`src/rtl/rr_mux_n_if.sv`:
```
// Handshake bundle for rr_mux_n: N producer channels in, one consumer out.
// slave is the mux side, master is the producer/consumer side.
interface rr_mux_n_if #(
  parameter int unsigned N = 4,
  parameter int unsigned W = 8
);
  localparam int unsigned SW = (N > 1) ? $clog2(N) : 1;

  logic [N*W-1:0] in_data;
  logic [N-1:0]   in_valid;
  logic [N-1:0]   in_ready;
  logic [W-1:0]   out_data;
  logic           out_valid;
  logic           out_ready;
  logic [SW-1:0]  out_sel;

  modport slave (
    input  in_data, in_valid, out_ready,
    output in_ready, out_data, out_valid, out_sel
  );

  modport master (
    output in_data, in_valid, out_ready,
    input  in_ready, out_data, out_valid, out_sel
  );
endinterface

```
`src/rtl/rr_mux_n.sv`:
```
// N-channel registered mux with round-robin arbitration and valid/ready on all sides.
// Define RR_MUX_FIXED_PRI_EN for fixed lowest-index-first priority (no rotating pointer).
module rr_mux_n #(
  parameter int unsigned N = 4,
  parameter int unsigned W = 8,
  localparam int unsigned SW = (N > 1) ? $clog2(N) : 1
) (
  input logic         clk,
  input logic         rst,
  input logic         ena,
  rr_mux_n_if.slave   bus
);

  logic          out_valid_q;
  logic [W-1:0]  out_data_q;
  logic [SW-1:0] out_sel_q;

  logic          load;
  logic [SW-1:0] start;
  logic [SW:0]   sum;
  logic [SW-1:0] idx;
  logic          found;
  logic [SW-1:0] gnt_idx;
  logic [N-1:0]  gnt;
  logic [W-1:0]  gnt_data;

  // Output register can take a new beat when empty or draining this cycle
  assign load = ena & ~rst & (~out_valid_q | bus.out_ready);

`ifdef RR_MUX_FIXED_PRI_EN
  assign start = '0;
`else
  logic [SW-1:0] ptr;
  assign start = ptr;
`endif

  // Scan channels from start, wrapping mod N; first valid channel wins
  always_comb begin
    sum     = '0;
    idx     = '0;
    found   = 1'b0;
    gnt_idx = '0;
    if (load) begin
      for (int unsigned k = 0; k < N; k++) begin
        sum = {1'b0, start} + (SW+1)'(k);
        if (sum >= (SW+1)'(N)) sum = sum - (SW+1)'(N);
        idx = SW'(sum);
        if (!found && bus.in_valid[idx]) begin
          found   = 1'b1;
          gnt_idx = idx;
        end
      end
    end
  end

  always_comb begin
    gnt      = '0;
    gnt_data = '0;
    if (found) gnt[gnt_idx] = 1'b1;
    for (int unsigned c = 0; c < N; c++) begin
      if (gnt[c]) gnt_data = bus.in_data[c*W +: W];
    end
  end

  always_ff @(posedge clk) begin
    if (rst) begin
      out_valid_q <= 1'b0;
      out_data_q  <= '0;
      out_sel_q   <= '0;
    end else if (found) begin
      out_valid_q <= 1'b1;
      out_data_q  <= gnt_data;
      out_sel_q   <= gnt_idx;
    end else if (out_valid_q && bus.out_ready) begin
      out_valid_q <= 1'b0;
    end
  end

`ifndef RR_MUX_FIXED_PRI_EN
  // Pointer moves just past the granted channel so it has lowest priority next
  always_ff @(posedge clk) begin
    if (rst) begin
      ptr <= '0;
    end else if (found) begin
      ptr <= (gnt_idx == SW'(N-1)) ? '0 : gnt_idx + SW'(1);
    end
  end
`endif

  assign bus.in_ready  = gnt;
  assign bus.out_valid = out_valid_q;
  assign bus.out_data  = out_data_q;
  assign bus.out_sel   = out_sel_q;

endmodule

```
`src/flat_wrapper.sv`:
```
// flat-port wrapper written by rule: the top's interface ports become plain ports
module rr_mux_n_flat 
#(
  parameter int unsigned N = 4,
  parameter int unsigned W = 8,
  localparam int unsigned SW = (N > 1) ? $clog2(N) : 1
)
  (clk, rst, ena, bus_in_data, bus_in_valid, bus_out_ready, bus_in_ready, bus_out_data, bus_out_valid, bus_out_sel);
  rr_mux_n_if #(.N(N), .W(W)) bus_i ();
  input logic clk;
  input logic rst;
  input logic ena;
  input wire logic [$bits(bus_i.in_data)-1:0] bus_in_data;
  input wire logic [$bits(bus_i.in_valid)-1:0] bus_in_valid;
  input wire logic [$bits(bus_i.out_ready)-1:0] bus_out_ready;
  output wire logic [$bits(bus_i.in_ready)-1:0] bus_in_ready;
  output wire logic [$bits(bus_i.out_data)-1:0] bus_out_data;
  output wire logic [$bits(bus_i.out_valid)-1:0] bus_out_valid;
  output wire logic [$bits(bus_i.out_sel)-1:0] bus_out_sel;
  assign bus_i.in_data = bus_in_data;
  assign bus_i.in_valid = bus_in_valid;
  assign bus_i.out_ready = bus_out_ready;
  assign bus_in_ready = bus_i.in_ready;
  assign bus_out_data = bus_i.out_data;
  assign bus_out_valid = bus_i.out_valid;
  assign bus_out_sel = bus_i.out_sel;
  rr_mux_n #(.N(N), .W(W)) u_core (.clk(clk), .rst(rst), .ena(ena), .bus(bus_i));
endmodule
```
`config.mk`:
```
export PLATFORM = sky130hd
export DESIGN_NAME = rr_mux_n_flat
export DESIGN_NICKNAME = d
export VERILOG_FILES = /design/src/rtl/rr_mux_n_if.sv /design/src/rtl/rr_mux_n.sv /design/src/flat_wrapper.sv
export SDC_FILE = /design/constraint.sdc
export NUM_CORES = 1
export LEC_CHECK = 0
export BUFFER_PORTS_ARGS = -buffer_cell sky130_fd_sc_hd__buf_2
export CORE_MARGIN = 2
export CORE_UTILIZATION = 39
export CTS_BUF_LIST = sky130_fd_sc_hd__clkbuf_8
export DETAILED_ROUTE_END_ITERATION = 7
export HOLD_SLACK_MARGIN = 0.06
export PLACE_DENSITY = 0.73
export SETUP_SLACK_MARGIN = 0.3
export SYNTH_ARGS = -nofsm -noshare
export SYNTH_HDL_FRONTEND = slang
export SYNTH_SLANG_ARGS = --single-unit
```
`constraint.sdc`:
```
create_clock -name clk -period 4.9 [get_ports clk]
set_clock_uncertainty 0.15 [all_clocks]
set_input_delay 0.735 -clock clk [delete_from_list [all_inputs] [get_ports clk]]
set_output_delay 0.735 -clock clk [all_outputs]
set_load 0.01 [all_outputs]
```
==> results.toml <==
[run_status]
status = "completed"

[layout]
drive_gt1_frac = 0.3690
syn_to_final_growth_pct = 36.35
fin_nets = 213
layout.cells.non_filler = 196
layout_commonest_cell = "buf_2"
insertedDiodeCount = 0
final_cell_mix = "buf_2, a21oi_1, inv_1, dfxtp_1, a221oi_1"
fill_cells = 198

[critical_path]
crit_slowest_cell = "or4b_4"
crit_chain = "buf_2 -> or4b_4 -> or4_4 -> clkinv_1 -> ha_1 -> and2_1 -> buf_2"
path_delay_family = "simple AND/OR/NAND/NOR gates"
crit_type = "input port to output port"
crit_arrival_ns = 3.07
critPathMostFrequentCell = "buf_2"
max_stage_delay_ns = 0.64
end_kind = "output port"
critPathRequiredTime_ns = 4.01
cp_num_buf_inv = 3
path_max_fanout = 17
start_kind = "input port"

[global_routing]
antenna_found_initial = 0
track_usage = 0.1932
grt_max_degree = 18
grt_pass1_wl_um = 3891
gr-total-overflow = 0
first_global_vias = 950

[route]
drtIter0Drc = 23
dr.pass1.iters = 4
via_per_inst = 5.505
drt-total-wl_um = 2545
final_antenna_net_count = 0
route.detailed.drc = 0
routedWlPerCell_um = 12.98
dr_total_vias = 1079

[sta]
rsz0062_at_grt = "false"
tightest_slew_ns = 0.5494
period_needed_ns = 3.957
max_freq_mhz = 252.7
finalCritPeriodShare = 0.8075
setup_ws_ns = 0.9431
setup_viol = 0
relSlewSlack = 0.6338
hold_viol_final = 0
timing.hold.ws_ns = 0.3126
tns_ns = 0
finalMaxSlewViolations = 0

[yosys]
synth_area_um2 = 912.1
synth_mux_area_frac = 0.01097
yosys_warnings = 0
synth_top_family_by_area = "compound AO/OA/AOI/OAI gates"
synth_compound_area_frac = 0.2963
ys_ff_latch = 13
synth_xor_area_frac = 0
seq_area_frac_synth = 0.2853
ys_types = 30
synth_cells = 117
synth_fa_ha_area_frac = 0.05487
synth_nets = 161
syn_avg_cell_area_um2 = 7.796
synthSimpleGateAreaFrac = 0.2634

[placement]
hpwl_um = 1980
place_ws_ns = 0.9694
port_buffers = 54
place_congestion = 0.7785
place_inst = 192

[clock_tree]
cts_buffers = 3
postCtsHoldBufs = 0
cts_root_buf = "clkbuf_8"
post-cts-setup-buffers = 0
tritoncts = "yes"
cts_buffer_depth = 2
clk_pin_slew_ns = 0.05
clock_sinks = 13
cts_resized = 0
clk_latency_ns = 0.25
htree_levels = 1

[die]
ioPinCount = 55
die_area_um2 = 2742
core_area_um2 = 2212
num_rows = 17
die_h_um = 52.36
start_util = 0.4123
die_width_um = 52.36

[run]
maxCapViolations = 0

[hold_path]
hp-class = "flip-flop to flip-flop"

[power]
p_leak_uw = 0.0006284
total_power_uw = 301.6
ir_drop_uv = 186.6
power.density_nw_per_um2 = 242.5
[stage by stage]
step / area [µm²] / util
after floorplan: 912.1 / -
after global placement: 1199 / 0.5419
after detailed placement: 1199 / 0.5419
after CTS: 1244 / 0.5622
after global routing: 1244 / 0.5622
final: 1244 / 0.5622
[logic make-up (layout without fill, tap and decap cells)]
group	count (synthesis)	count (layout)
muxes	1	1
adders and majority gates	4	4
DFF	13	13
AOI/OAI and AO/OA	39	39
buffers and inverters	21	72
and+or+nand+nor	39	39
[Yosys cell counts]
cell	instances	area share
nor2b_1	2	0.014
buf_2	2	0.011
nor3b_1	2	0.016
dfxtp_1	13	0.29
clkbuf_1	5	0.021
a21oi_2	1	0.0096
a21o_1	1	0.0082
nand3_1	1	0.0055
nand3b_1	5	0.041
or4b_4	1	0.015
a21oi_1	16	0.088
inv_1	12	0.049
nor3_1	5	0.027
nor4_1	1	0.0069
a211oi_1	5	0.041
mux2i_1	1	0.011
o31ai_1	2	0.016
a221oi_1	9	0.086
or4_4	1	0.012
nand2b_1	2	0.014
o211ai_1	1	0.0082
nor2_1	7	0.029
buf_1	1	0.0041
a211o_1	4	0.038
and2_1	4	0.027
nor4b_1	1	0.0096
nand2_1	5	0.021
clkinv_1	1	0.0041
or4bb_1	2	0.025
ha_1	4	0.055
[registers in the layout, summed over array words and instances, names as in the netlist]
register	count
u_core.ptr	2
u_core.bus.out_sel	2
u_core.bus.out_data	8
u_core.bus.out_valid	1
[power by group]
group | internal [µW] | switching (µW) | total (µW)
sequential | 115 | 5.82 | 121
combinational | 42.4 | 44.0 | 86.3
clock | 55.4 | 38.7 | 94.1
total | 213 | 88.5 | 302
[worst paths after layout]
| path | startpoint | depth (start not counted) | end | slack, ns |
|---|---|---|---|---|
| hold reg to reg | u_core.bus.out_sel[1] | 2 | u_core.bus.out_sel[1] | 0.31 |
| hold / removal | u_core.bus.out_sel[1] | 2 | u_core.bus.out_sel[1] | 0.31 |
| setup reg to reg | u_core.bus.out_valid | 9 | u_core.bus.out_data[4] | 1.76 |
| setup / recovery | rst | 7 | bus_in_ready[3] | 0.94 |
[final cells by class]
cell class              instances  area [µm²]  area share
clock buffers                   3       41.29     0.03320
repair buffers                 55       277.8      0.2233
well taps                      28       35.03     0.02817
multi-input cells              83       576.8      0.4638
flip-flops and latches         13       260.3      0.2093
inverters                      13       48.80     0.03924
clock inverters                 1       3.754    0.003018
[worst register-to-register path, delay by kind of cell, from the launching register on]
kind	cells	cell delay, ns
AND/OR/NAND/NOR	4	1.58
AO/OA/AOI/OAI	3	0.53
adder cells (fa/ha/maj)	1	0.41
flip-flops	1	0.30
buffers and inverters	1	0.10
[routing by layer]
layer / GRT usage / part of all wire
met5: 0 / 0
met1: 0.2031 / 0.40
met3: 0.05429 / 0.064
met4: 0.07692 / 0.015
met2: 0.3563 / 0.52
Power figures use the tool's default switching activity.
